[src/rtl/axis_pkt_gen_if.sv]
// AXI-Stream master/slave bundle between the packet generator and its sink.
// Signals:
//   m_data  : stream payload, driven by the master
//   m_valid : payload valid, driven by the master
//   m_last  : final word of a packet, driven by the master
//   m_ready : sink can accept, driven by the slave
interface axis_pkt_gen_if #(
    parameter int unsigned data_width = 32
) ();
    logic [data_width-1:0] m_data;
    logic                  m_valid;
    logic                  m_last;
    logic                  m_ready;

    modport master (
        output m_data,
        output m_valid,
        output m_last,
        input  m_ready
    );

    modport slave (
        input  m_data,
        input  m_valid,
        input  m_last,
        output m_ready
    );
endinterface

[src/rtl/axis_pkt_gen.sv]
// AXI-Stream packet generator: emits num_pkts packets of pkt_len words with
// an incrementing payload starting at seed, and gap idle cycles between
// packets.
// Ports:
//   clk, rst        : clock, asynchronous active-high reset
//   start, stop     : begin a run (IDLE only) / end the run after the current packet
//   pkt_len         : words per packet (latched on start)
//   num_pkts        : packets per run (latched on start)
//   gap             : idle cycles between packets (latched on start)
//   seed            : payload of the first word of a run (latched on start)
//   axis            : stream master (m_data, m_valid, m_last out; m_ready in)
//   busy            : high whenever a run is in progress
//   done            : one-cycle pulse when a run ends
//   pkt_cnt         : packets fully transferred in the current/last run
module axis_pkt_gen #(
    parameter int unsigned data_width = 32,
    parameter int unsigned Len_width  = 13,
    parameter int unsigned Cnt_width  = 16,
    parameter int unsigned Gap_width  = 8
) (
    input  logic                  clk,
    input  logic                  rst,
    input  logic                  start,
    input  logic                  stop,
    input  logic [Len_width-1:0]  pkt_len,
    input  logic [Cnt_width-1:0]  num_pkts,
    input  logic [Gap_width-1:0]  gap,
    input  logic [data_width-1:0] seed,
    axis_pkt_gen_if.master        axis,
    output logic                  busy,
    output logic                  done,
    output logic [Cnt_width-1:0]  pkt_cnt
);

    typedef enum logic [1:0] {
        ST_IDLE = 2'd0,
        ST_SEND = 2'd1,
        ST_GAP  = 2'd2
    } state_t;

    state_t               state;
    logic [Len_width-1:0] len_q;
    logic [Cnt_width-1:0] num_q;
    logic [Gap_width-1:0] gap_q;
    logic [Gap_width-1:0] gap_cnt;
    logic [Len_width-1:0] word_idx;
    logic                 stop_pend;

    // Decodes of latched configuration and live control.
    logic first_last;
    logic next_is_last;
    logic last_pkt;
    logic stop_any;

    assign first_last   = (len_q == Len_width'(1));
    assign next_is_last = ((word_idx + Len_width'(1)) == (len_q - Len_width'(1)));
    assign last_pkt     = ((pkt_cnt + Cnt_width'(1)) == num_q);
    // A stop arriving on the deciding edge counts the same as one already pending.
    assign stop_any     = stop_pend | stop;

    // Control FSM; m_data doubles as the running payload counter.
    always_ff @(posedge clk or posedge rst) begin
        if (rst) begin
            state        <= ST_IDLE;
            len_q        <= '0;
            num_q        <= '0;
            gap_q        <= '0;
            gap_cnt      <= '0;
            word_idx     <= '0;
            stop_pend    <= 1'b0;
            axis.m_data  <= '0;
            axis.m_valid <= 1'b0;
            axis.m_last  <= 1'b0;
            busy         <= 1'b0;
            done         <= 1'b0;
            pkt_cnt      <= '0;
        end else begin
            done <= 1'b0;
            if (state != ST_IDLE && stop) begin
                stop_pend <= 1'b1;
            end

            unique case (state)
                ST_IDLE: begin
                    if (start && pkt_len != '0 && num_pkts != '0) begin
                        state       <= ST_SEND;
                        busy        <= 1'b1;
                        len_q       <= pkt_len;
                        num_q       <= num_pkts;
                        gap_q       <= gap;
                        axis.m_data <= seed;
                        pkt_cnt     <= '0;
                        word_idx    <= '0;
                        stop_pend   <= 1'b0;
                    end
                end

                ST_SEND: begin
                    if (!axis.m_valid) begin
                        // First word of a run: payload was loaded on the start edge.
                        axis.m_valid <= 1'b1;
                        axis.m_last  <= first_last;
                    end else if (axis.m_ready) begin
                        axis.m_data <= axis.m_data + data_width'(1);
                        if (!axis.m_last) begin
                            word_idx    <= word_idx + Len_width'(1);
                            axis.m_last <= next_is_last;
                        end else begin
                            pkt_cnt  <= pkt_cnt + Cnt_width'(1);
                            word_idx <= '0;
                            if (last_pkt || stop_any) begin
                                state        <= ST_IDLE;
                                axis.m_valid <= 1'b0;
                                axis.m_last  <= 1'b0;
                                busy         <= 1'b0;
                                done         <= 1'b1;
                                stop_pend    <= 1'b0;
                            end else if (gap_q != '0) begin
                                state        <= ST_GAP;
                                gap_cnt      <= gap_q;
                                axis.m_valid <= 1'b0;
                                axis.m_last  <= 1'b0;
                            end else begin
                                // Back-to-back: next packet's first word follows immediately.
                                axis.m_last <= first_last;
                            end
                        end
                    end
                end

                ST_GAP: begin
                    if (stop_any) begin
                        state     <= ST_IDLE;
                        busy      <= 1'b0;
                        done      <= 1'b1;
                        stop_pend <= 1'b0;
                    end else if (gap_cnt == Gap_width'(1)) begin
                        state        <= ST_SEND;
                        axis.m_valid <= 1'b1;
                        axis.m_last  <= first_last;
                    end else begin
                        gap_cnt <= gap_cnt - Gap_width'(1);
                    end
                end

                default: begin
                    state <= ST_IDLE;
                end
            endcase
        end
    end

endmodule

[src/flat_wrapper.sv]
// flat-port wrapper written by rule: the top's interface ports become plain ports
module axis_pkt_gen_flat 
#(
    parameter int unsigned data_width = 32,
    parameter int unsigned Len_width  = 13,
    parameter int unsigned Cnt_width  = 16,
    parameter int unsigned Gap_width  = 8
)
  (clk, rst, start, stop, pkt_len, num_pkts, gap, seed, busy, done, pkt_cnt, axis_m_data, axis_m_valid, axis_m_last, axis_m_ready);
  axis_pkt_gen_if #(.data_width(data_width)) axis_i ();
  input  logic clk;
  input  logic rst;
  input  logic start;
  input  logic stop;
  input  logic [Len_width-1:0] pkt_len;
  input  logic [Cnt_width-1:0] num_pkts;
  input  logic [Gap_width-1:0] gap;
  input  logic [data_width-1:0] seed;
  output logic busy;
  output logic done;
  output logic [Cnt_width-1:0] pkt_cnt;
  output wire logic [$bits(axis_i.m_data)-1:0] axis_m_data;
  output wire logic [$bits(axis_i.m_valid)-1:0] axis_m_valid;
  output wire logic [$bits(axis_i.m_last)-1:0] axis_m_last;
  input wire logic [$bits(axis_i.m_ready)-1:0] axis_m_ready;
  assign axis_m_data = axis_i.m_data;
  assign axis_m_valid = axis_i.m_valid;
  assign axis_m_last = axis_i.m_last;
  assign axis_i.m_ready = axis_m_ready;
  axis_pkt_gen #(.data_width(data_width), .Len_width(Len_width), .Cnt_width(Cnt_width), .Gap_width(Gap_width)) u_core (.clk(clk), .rst(rst), .start(start), .stop(stop), .pkt_len(pkt_len), .num_pkts(num_pkts), .gap(gap), .seed(seed), .axis(axis_i), .busy(busy), .done(done), .pkt_cnt(pkt_cnt));
endmodule
[config.mk]
export PLATFORM = sky130hd
export DESIGN_NAME = axis_pkt_gen_flat
export DESIGN_NICKNAME = d
export VERILOG_FILES = /design/src/rtl/axis_pkt_gen_if.sv /design/src/rtl/axis_pkt_gen.sv /design/src/flat_wrapper.sv
export SDC_FILE = /design/constraint.sdc
export NUM_CORES = 1
export LEC_CHECK = 0
export CAP_MARGIN = 20
export CELL_PAD_IN_SITES_DETAIL_PLACEMENT = 0
export CELL_PAD_IN_SITES_GLOBAL_PLACEMENT = 2
export CORE_MARGIN = 3
export CORE_UTILIZATION = 35
export DETAILED_ROUTE_END_ITERATION = 7
export PLACE_DENSITY_LB_ADDON = 0.12
export SETUP_SLACK_MARGIN = 0.4
export SLEW_MARGIN = 20
export SYNTH_ARGS = -nofsm -noshare
export SYNTH_HDL_FRONTEND = slang
export SYNTH_SLANG_ARGS = --single-unit
[constraint.sdc]
create_clock -name clk -period 9.2 [get_ports clk]
set_input_delay 1.84 -clock clk [delete_from_list [all_inputs] [get_ports clk]]
set_output_delay 1.84 -clock clk [all_outputs]
set_load 0.02 [all_outputs]
=== Word-level counts from Yosys, hierarchy flattened ===
Cells that the tools add are included.

* Output and inout port bits: 52
* Register bits after elaboration: 113
* Logic and storage cells: 127

* $add $sub $neg: 5
* Reduce and logical (&&, ||, !) cells: 20
* Bitwise gates (word level): 1
* Muxes and demuxes: 68
* Equal/unequal tests: 20

{| class="wikitable"
|+ Operator list
! cell !! count
|-
| $mux 32 || 3
|-
| $mux 16 || 4
|-
| $pmux 32 s2 || 1
|-
| $mux 8 || 7
|-
| $mux 13 || 4
|-
| $add 32x1->32 const B || 1
|-
| $mux 1 || 32
|-
| $pmux 16 s2 || 1
|-
| $pmux 13 s2 || 1
|-
| $add 16x1->16 const B || 1
|-
| $eq 16x16->1 || 1
|-
| $mux 2 || 8
|-
| $pmux 8 s2 || 1
|-
| $reduce_bool 16->1 || 1
|-
| $ne 2x1->1 const B || 7
|-
| $add 13x1->13 const B || 1
|-
| $eq 13x1->1 const B || 1
|-
| $eq 13x13->1 || 1
|-
| $reduce_bool 13->1 || 1
|-
| $sub 13x1->13 const B || 1
|-
| $eq 8x1->1 const B || 1
|-
| $ne 2x2->1 const B || 4
|-
| $reduce_and 4->1 || 2
|-
| $reduce_and 8->1 || 1
|-
| 20 further kinds || 28
|}

=== Depth between registers and ports, before layout ===
Gate-level depths: netlist (run 1).

* Depth after elaboration: 8
* Depth in mapped cells: 11
* Gate-level depth less buffers: 9

=== Worst setup path after synthesis (run 1) ===
Ideal clock, no wire load.

* Path type: input-to-reg
* Start: input port num_pkts[1]
* End: register u_core.word_idx[12]
* Path slack: 5.706 ns
* Setup time: 0.095 ns
* Stages: 7
* Arrival time: 3.399 ns
* Buffers on the path: 2
* Cells stage by stage: nor4_1 > nand4_1 > a31oi_1 > or4b_2 > clkbuf_1 > clkbuf_1 > o31ai_1

* Word-level cells in the longest chain between the ends: 4

{| class="wikitable"
|+ Ends and longest elaborated chain
! what !! line !! RTL
|-
| start: declaration || flat_wrapper.sv:16 || <nowiki>input logic [Cnt_width-1:0] num_pkts;</nowiki>
|-
| $reduce_bool 16->1 || axis_pkt_gen.sv:85 || <nowiki>if (start && pkt_len != '0 && num_pkts != '0) begin</nowiki>
|-
| $logic_and 1x1->1 || axis_pkt_gen.sv:85 ||
|-
| $ne 2x1->1 (no source line) || - ||
|-
| $reduce_and 4->1 (no source line) || - ||
|-
| end signal: assignment || axis_pkt_gen.sv:106 || <nowiki>word_idx <= word_idx + Len_width'(1);</nowiki>
|-
| end: declaration || axis_pkt_gen.sv:46 || <nowiki>logic [Len_width-1:0] word_idx;</nowiki>
|}

No other way between the ends.
A chain may end at the register's enable or synchronous reset.

=== Worst setup path in the final report (run 1) ===
* Start: input port num_pkts[11]
* End: register u_core.axis.m_data[29]

* Word-level cells in the longest chain between the ends: 4

{| class="wikitable"
|+ Ends and longest elaborated chain
! what !! line !! RTL
|-
| $reduce_bool 16->1 || axis_pkt_gen.sv:85 ||
|-
| $logic_and 1x1->1 || axis_pkt_gen.sv:85 ||
|-
| $ne 2x1->1 (no source line) || - ||
|-
| $reduce_and 4->1 (no source line) || - ||
|-
| end signal: assignment || axis_pkt_gen.sv:104 || <nowiki>axis.m_data <= axis.m_data + data_width'(1);</nowiki>
|-
| end: declaration || axis_pkt_gen_if.sv:16 || <nowiki>output m_data,</nowiki>
|}

No other way between the ends.

==> run metrics, run 1 <==
synthesized cell area=0.006898 mm²; Synth cell types=between 60 and 70; Iteration-0 DRC Markers=282; Die H=approximately 150 µm; flip-flop and latch count after synthesis=113; P_sw=1277 µW; register share of total power=0.306; multi-input logic area=around 0.0038 mm²; Final Setup Violations=0; Warnings, synthesis=0; setup bufs post-CTS=0; Max IR drop VDD=0.1823 mV; CTS tree=built; Leak=0.003527 µW; final hold vios=0; Crit. End Element=flip-flop; Switching Share=0.4178; IO buf count=roughly 130; htree depth=4; Max Cap Viol=0; layout cells sized above 1=0.1105; wirelength, routed=19890 µm; Nets=between 900 and 1000; clock share of power=0.221; worst slack, placed=between 4 and 5 ns; Critical Path Fanout Max=between 50 and 60; predominant post-synthesis flop cell=dfrtp_1; outcome=finished, final reports clean; register area share after synthesis=0.4099; Post-synth EDFFs=0; startpoint types=input pin; first-pass GRT wire length=~33000 µm; Final WS setup=between 5 and 6 ns; worst slew pin tran=about 0.97 ns; worst-case clock buffer depth=2; asr flop ratio synth=1.000; via count=slightly above 6000; fmax=249.6 MHz; largest net degree at the start of global routing=82; hold path depth=1; Pins Over Slew Limit=0; P&R area growth vs syn=30.06%; die width=between 100 and 150 µm; Fillers=1855; DRC=0; top cells by area, synth=dfrtp_1 (41%), mux2_2 (6.0%), xnor2_1 (4.7%), o21ai_0 (4.5%), a21oi_1 (4.3%); Cell Int Power=1779 µW; GRT Util Overall=0.1887; gp weighted congestion=a little over 0.8; WP data arrival=between 4 and 5 ns; clock sink count=113; commonest cells in the netlist=dfrtp_1 (113), o21ai_0 (62), nand2_1 (60); row cnt=50; Avg Inst Size Synth=just over 9 µm²; Initial Util=0.3627; final cycle utilization of the critical path=0.4355; Clock Skews=just under 0.006 ns; clk_lat worst skew=approximately 0.43 ns; Routed WL per cell=~17 µm; Hold-fix buffers, CTS=0; CTS buffer count=17; Root Driver=clkbuf_16; worst reg-to-reg path cell count=8; WS Path Type=input pin to flip-flop; Rel. slew slack=0.3549; Inserted Diodes=0; die footprint=0.02143 mm²; Cells after Synth=around 760; Post-DRT Antenna Nets=0; post-CTS sizing=0; cell taking the most area after synthesis=dfrtp_1; Top Ports=around 130; Worst-path clk slew=around 0.05 ns; combinational share of power=0.473; worst hold path type=flip-flop to flip-flop; Vias/cell=about 5.4; most common cell in the netlist=dfrtp_1; grt ovf=0; sequential cell area=approximately 0.0028 mm²; final HPWL from detailed placement=~14000 µm; drt first pass iters=4; Worst EP required=9.55 ns; Post-Syn Nets=840; top-area cell type share of the netlist area=0.4099; setup TNS=0 ns; Core Area=about 0.019 mm²; unrepaired setup endpoints after global routing=no; Final min period=4.007 ns; pwr dens=around 340 mW/mm²; initial antenna violation count=0; vias in the first global route=between 6000 and 7000
==> cell usage in the layout, fill, tap and decap left out, drive strengths merged, types with 4 or more instances in the layout <==
cell / instances
clkbuf: 21
clkinv: 7
buf: 5
a31o: 4
xnor2: 37
o22ai: 20
inv: 23
nand4: 17
nor4: 18
a21oi: 59
xor2: 17
or4: 8
o21ai: 62
nor2: 40
clkdlybuf4s50: 125
nand3: 44
or2: 4
ha: 11
mux2i: 5
a31oi: 16
dfrtp: 113
nand2b: 10
nand2: 60
and3: 18
mux2: 39
and4: 7
o31ai: 15
or3: 7
nor3: 12
a21o: 5
nor2b: 6
==> kinds of logic after synthesis <==
| group | share of synthesized area |
|---|---|
| simple gates | 0.2077 |
| compound gates | 0.1816 |
| flops | 0.4099 |
| buf+inv | 0.03483 |
| xor+xnor | 0.07509 |
| mux | 0.07092 |
| fa+ha+maj | 0.01995 |
==> power groups by stage <==
| stage | clock network, µW | registers, µW | logic, µW |
|---|---|---|---|
| 6_report | 677 | 935 | 1440 |
| 5_1_grt | 714 | 972 | 1600 |
| 4_1_cts | 693 | 935 | 1460 |
| 3_5_place_dp | 0 | 943 | 1450 |
| 3_3_place_gp | 0 | 939 | 1430 |
| 2_1_floorplan | 0 | 967 | 942 |
==> metal layers <==
| metal | global-route usage | up-vias | wire length, µm |
|---|---|---|---|
| li1 | - | 3015 | - |
| met1 | 0.2536 | 2988 | 9275 |
| met2 | 0.3059 | 136 | 9494 |
| met3 | 0.04842 | 26 | 875 |
| met4 | 0.04704 | 0 | 242 |
| met5 | 0 | - | 0 |
==> registers in the layout, summed over array words and instances, names as in the netlist <==
name and count:
u_core.axis.m_data 32, u_core.axis.m_last 1, u_core.axis.m_valid 1, u_core.busy 1
u_core.done 1, u_core.gap_cnt 8, u_core.gap_q 8, u_core.len_q 13
u_core.num_q 16, u_core.pkt_cnt 16, u_core.state 2, u_core.stop_pend 1
u_core.word_idx 13
==> per-stage QoR <==
stage	util	total power [µW]	cells	area, µm²	hold WS, ns
6_report	0.4717	3056	1138	8971	0.4949
4_1_cts	0.4711	3085	1137	8960	0.5041
5_1_grt	0.4717	3287	1138	8971	0.5176
2_1_floorplan	-	1909	755	6898	0.4681
3_3_place_gp	0.4397	2364	1105	8363	0.4853
3_5_place_dp	0.4397	2394	1105	8363	0.4912
==> worst paths after layout <==
kind	startpoint	to	slack, ns
max	num_pkts[11]	u_core.axis.m_data[29]	5.19
min	u_core.busy	u_core.busy	0.49
max reg2reg	u_core.pkt_cnt[0]	u_core.state[0]	6.02
min reg2reg	u_core.busy	u_core.busy	0.49
max in group asynchronous	rst	u_core.len_q[3]	6.00
min in group asynchronous	rst	u_core.pkt_cnt[5]	1.83
==> area by class of cell <==
type	count	share of cell area
clock buffers	21	0.05133
clock inverters	11	0.01520
inverters	23	0.009902
multi-input cells	580	0.4280
flip-flops and latches	113	0.3152
well taps	260	0.03626
repair buffers	130	0.1441
==> worst max-delay path, cell delays in order <==
cell and delay [ns]:
clkdlybuf4s50_1 0.42, nor4_1 0.33, nand4_1 0.21, a31oi_1 0.50, nor2_4 0.06, buf_4 0.30, nand2_1 0.36, o22ai_1 0.16
a21oi_1 0.13
Power figures use the tool's default switching activity.
==> run 2, diff against run 1 <==
- CORE_UTILIZATION: 35 -> 29
- clock period: 9.2 -> 3.32 ns (I/O delays scaled with it)
==> run metrics, run 2 (synthesis results as in run 1) <==
Die H=160.2 µm (+9.5%); startpoint types=flip-flop; Post-DRT Antenna Nets=0 (unchanged); Max IR drop VDD=0.4279 mV (+130%); Critical Path Fanout Max=7 (-87%); IO buf count=125 (unchanged); htree depth=4 (unchanged); P&R area growth vs syn=33.27%; clock sink count=113 (unchanged); setup TNS=0 ns (unchanged); Crit. End Element=flip-flop; Top Registers=u_core.axis.m_data (32), u_core.num_q (16), u_core.pkt_cnt (16); commonest non-fill, non-tap cell in the layout=clkdlybuf4s50_1; row cnt=55 (+10%); worst slack, placed=0.05835 ns (-4.591 ns); DRC=0 (unchanged); wirelength, routed=21350 µm (+7.4%); Root Driver=clkbuf_16; Nets=963 (+1.4%); via count=6266 (+1.6%); Core Area=0.02298 mm² (+21%); Top Ports=126 (unchanged); Global Route met3 Usage=0.03554 (-0.01288); pwr dens=945.2 mW/mm² (+180%); Max Cap Viol=0 (unchanged); Rel. slew slack=0.4351 (+0.08022); Biggest register=u_core.axis.m_data; vias in the first global route=6187 (+0.37%); largest net degree at the start of global routing=114 (+39%); initial antenna violation count=1 (+1); clk_lat worst skew=0.42 ns (about the same); WS Path Type=flip-flop to flip-flop; commonest cells after routing, fill and taps aside=clkdlybuf4s50_1 (125), dfrtp_1 (107), o21ai_0 (62); gp weighted congestion=0.8639 (+4.0%); Vias/cell=5.204 (-3.9%); CP Cell Sequence=buf_4 -> nand4_1 -> or3_1 -> o31ai_2 -> nand4_1 -> nor4_4 -> o21a_1 -> mux2_1; Inserted Diodes=0 (unchanged); final HPWL from detailed placement=15200 µm (+7.2%); Largest stage delay, worst path=0.45 ns (-0.05 ns); unrepaired setup endpoints after global routing=no; setup bufs post-CTS=0 (unchanged); WP data arrival=3.06 ns (-1.30 ns); CTS buffer count=17 (unchanged); layout cells sized above 1=0.1369 (+0.02645); Final min period=approximately 2.8 ns; Worst-path clk slew=0.06 ns (about the same); die width=160.2 µm (+9.5%); dpl cells=1171 (+6.0%); Clock Skews=0.008079 ns (+0.002310 ns); final worst hold slack=0.4976 ns (+0.002723 ns); Final Setup Violations=0 (unchanged); drt first pass iters=5 (+1); worst-case clock buffer depth=2 (unchanged); Routed WL per cell=17.73 µm (+1.5%); Hold-fix buffers, CTS=0 (unchanged); Final WS setup=0.5561 ns (-4.637 ns); Iteration-0 DRC Markers=432 (+53%); GRT met2 Usage=0.2649 (-0.04096); fmax=361.8 MHz; GRT Util Overall=0.1621 (-0.02661); met1 usage=0.2177 (-0.03591); Worst EP required=3.62 ns (-5.93 ns); die footprint=0.02567 mm² (+20%); first-pass GRT wire length=33770 µm (+2.8%); CTS tree=built; grt peak-use layer=met2; Leak=0.003581 µW (+1.5%); worst slew pin tran=0.8464 ns (-0.1212 ns); Initial Util=0.3001 (-0.06259); Post-Layout Cell Count=1204 (+5.8%); Top cell by count, worst path=nand4_1; final hold vios=0 (unchanged); Pins Over Slew Limit=0 (unchanged); worst hold path type=flip-flop to flip-flop; final cycle utilization of the critical path=0.8325; max reg flops=32 (unchanged); outcome=finished, final reports clean; grt ovf=0 (unchanged); slowest CP cell=or3_1
==> run 2: area by class of cell <==
| type | instances | area, µm² |
|---|---|---|
| multi-input cells | 581 | 3865 |
| clock buffers | 18 | 439.2 |
| fillers | 2314 | 13790 |
| repair buffers | 142 | 1391 |
| well taps | 313 | 391.6 |
| flip-flops and latches | 113 | 2835 |
| clock inverters | 14 | 180.2 |
| inverters | 23 | 90.09 |
==> run 2: worst max-delay path, delay by kind of cell (launching register included) <==
family	cells	cell delay, ns
compound gates	2	0.52
flops	1	0.36
simple gates	4	1.27
buf+inv	1	0.16
mux	1	0.33
==> run 2: stage by stage <==
| step | cell area (µm²) | util | power (µW) |
|---|---|---|---|
| floorplan | 6902 | - | 5292 |
| global placement | 8541 | 0.3716 | 6724 |
| detailed placement | 8541 | 0.3716 | 6770 |
| CTS | 9163 | 0.3986 | 8748 |
| global route | 9193 | 0.3999 | 9333 |
| finish | 9193 | 0.3999 | 8689 |
==> run 2: repair_timing <==
| item | 4_1_cts | 5_1_grt |
|---|---|---|
| pin swaps | 0 | 3 |
| cloned | 0 | 1 |
| setup endpoints to repair | 1 | 19 |
| resized for setup | 1 | 10 |
==> run 2: report_power, final <==
group | internal, µW | leakage [µW] | switching (µW)
clock network | 1210 | 0.000297 | 715
logic | 1840 | 0.00192 | 2310
registers | 1940 | 0.00137 | 682
total | 4990 | 0.00358 | 3700
==> run 2: path summary, 6_finish.rpt <==
kind                                    from                      to  slack, ns  cells past startpoint
max                        u_core.pkt_cnt[0]         u_core.state[0]       0.56                      8
min                              u_core.busy             u_core.busy       0.50                      1
max reg2reg                u_core.pkt_cnt[0]         u_core.state[0]       0.56                      8
min reg2reg                      u_core.busy             u_core.busy       0.50                      1
max in group asynchronous                rst     u_core.word_idx[10]       2.05                      3
min in group asynchronous                rst  u_core.axis.m_data[12]       0.79                      3
==> run 2: per-layer routing <==
metal / wire, µm / share of wire
met1: 10050 / 0.47
met2: 10290 / 0.48
met3: 792 / 0.037
met4: 204 / 0.0096
met5: 13 / 0.00061
==> run 3, diff against run 2 <==
- clock period: 3.32 -> 2.3 ns (I/O delays scaled with it)
==> run metrics, run 3 (synthesis results as in run 1) <==
worst reg-to-reg path cell count=9 (+1); CP Cell Sequence=buf_6 -> ha_4 -> nand3_4 -> or4_4 -> xnor2_2 -> nand2_1 -> nor4_4 -> o21a_1 -> mux2_4; fmax=402.4 MHz (+11%); Post-DRT Antenna Nets=0 (unchanged); first-pass GRT wire length=38160 µm (+13%); Leak=0.004866 µW (+36%); final HPWL from detailed placement=16560 µm (+9.0%); DRC=0 (unchanged); clk_lat worst skew=0.43 ns (about the same); Core Area=0.02298 mm² (unchanged); layout cells sized above 1=0.4436 (+0.3067); Pins Over Slew Limit=0 (unchanged); clock sink count=113 (unchanged); Clock Skews=0.01267 ns (+0.004587 ns); outcome=finished, violations left; dpl cells=1283 (+9.6%); final hold vios=0 (unchanged); drt first pass iters=5 (unchanged); worst hold path type=input pin to flip-flop; Final WS setup=-0.1853 ns (-0.7414 ns); initial antenna violation count=1 (unchanged); commonest cells after routing, fill and taps aside=buf_4 (132), dfrtp_1 (85), nand2_1 (56); CTS buffer count=17 (unchanged); slowest CP cell=or4_4; Max Cap Viol=0 (unchanged); Hold Crit Start=num_pkts[0]; Worst EP required=2.61 ns (-1.01 ns); wirelength, routed=24140 µm (+13%); gp weighted congestion=0.8150 (-5.7%); Vias/cell=5.124 (-1.5%); final worst hold slack=0.3376 ns (-0.1600 ns); worst reg2reg path startpoint=u_core.pkt_cnt[1]; Largest stage delay, worst path=0.47 ns (+0.02 ns); Critical Path Fanout Max=6 (-1); hold path depth=2 (+1); Die H=160.2 µm (unchanged); Top Ports=126 (unchanged); Iteration-0 DRC Markers=334 (-23%); unrepaired setup endpoints after global routing=yes; Biggest register=u_core.axis.m_data; row cnt=55 (unchanged); largest net degree at the start of global routing=70 (-39%); WS Path Type=flip-flop to flip-flop; Root Driver=clkbuf_16; pwr dens=1348 mW/mm² (+43%); Rel. slew slack=0.6866 (+0.2515); WP data arrival=2.80 ns (-0.26 ns); max reg flops=32 (unchanged); Final Setup Violations=12 (+12); Critical path buffers and inverters=1 (unchanged); die width=160.2 µm (unchanged); Routed WL per cell=17.53 µm (-1.2%); crit-path leading delay family=simple AND/OR/NAND/NOR gates; Final min period=2.485 ns (-0.2786 ns); startpoint types=flip-flop; CP Depth=9 (+1); Post-Layout Cell Count=1377 (+14%); htree depth=4 (unchanged); Setup crit start=u_core.pkt_cnt[1]; Nets=1136 (+18%); commonest non-fill, non-tap cell in the layout=buf_4; failing checks=setup timing; Worst-path clk slew=0.06 ns (about the same); Top Registers=u_core.axis.m_data (32), u_core.num_q (16), u_core.pkt_cnt (16); CTS tree=built; vias in the first global route=7163 (+16%); via count=7056 (+13%); grt ovf=0 (unchanged); Crit. End Element=flip-flop; Initial Util=0.3001 (unchanged); worst-case clock buffer depth=2 (unchanged); Inserted Diodes=0 (unchanged); IO buf count=125 (unchanged); Max IR drop VDD=0.5072 mV (+19%); final cycle utilization of the critical path=1.081 (+0.2481); GRT Util Overall=0.1826 (+0.02050); P&R area growth vs syn=68.62%; worst slew pin tran=0.4701 ns (-0.3763 ns); die footprint=0.02567 mm² (unchanged)
==> run 3: cell types whose count changed in the layout (fill, tap and decap cells not counted), moves of 23 or more <==
cell | previous run | this run
a21oi_1 | 59 | 25
a21oi_2 | 0 | 27
buf_4 | 16 | 132
buf_6 | 0 | 40
clkdlybuf4s50_1 | 125 | 44
dlygate4sd2_1 | 0 | 49
o21ai_0 | 62 | 23
o21ai_1 | 0 | 23
==> run 3: through the flow <==
stage          power, µW  utilization  instance area [µm²]  setup TNS (ns)  worst slack, ns
3_3_place_gp       10640       0.4224                 9708          -20.47          -0.2845
2_1_floorplan       7963            -                 7286        -0.08542         -0.08482
5_1_grt            16740       0.5060                11630          -2.633          -0.2621
4_1_cts            14830       0.4782                10990         -0.8020          -0.1554
6_report           15680       0.5060                11630          -1.165          -0.1853
3_5_place_dp       10830       0.4224                 9708          -24.45          -0.3397
==> run 3: layer usage <==
layer | global-route usage | up-vias | routed length [µm]
li1 | - | 3409 | -
met2 | 0.3092 | 126 | 12050
met4 | 0.04142 | 2 | 163
met5 | 0 | - | 13
met3 | 0.04125 | 12 | 964
met1 | 0.2382 | 3507 | 10950
==> run 3: final cells by class <==
cell class / instances / area (µm²)
timing repair buffer: 312 / 2918
fill: 2199 / 11350
tap: 313 / 391.6
sequential: 113 / 2863
multi-input combinational: 584 / 4746
inverter: 23 / 92.59
clock inverter: 14 / 181.4
clock buffer: 18 / 439.2
==> run 3: report_power, final <==
group          switching (µW)  leakage (µW)  internal [µW]
combinational            4630       0.00322           4580
clock                    1050      0.000301           1750
sequential                844       0.00134           2820
total                    6530       0.00487           9160
==> run 3: what timing repair did <==
item | in CTS | in global routing
pin swaps | 51 | 44
hold buffers | 0 | 0
buffers inserted | 33 | 17
resized for setup | 243 | 127
endpoints found under the setup margin | 158 | 116
gates cloned | 9 | 3
endpoints found under the hold margin | 0 | 0
==> run 3: path summary, 6_finish.rpt <==
kind                                               end  slack, ns
worst min register to register     u_core.word_idx[12]       0.50
worst min-delay path                   u_core.num_q[0]       0.34
worst max register to register         u_core.state[0]      -0.19
max in group asynchronous       u_core.axis.m_data[10]       1.20
worst max-delay path                   u_core.state[0]      -0.19
min in group asynchronous              u_core.gap_q[0]       0.39
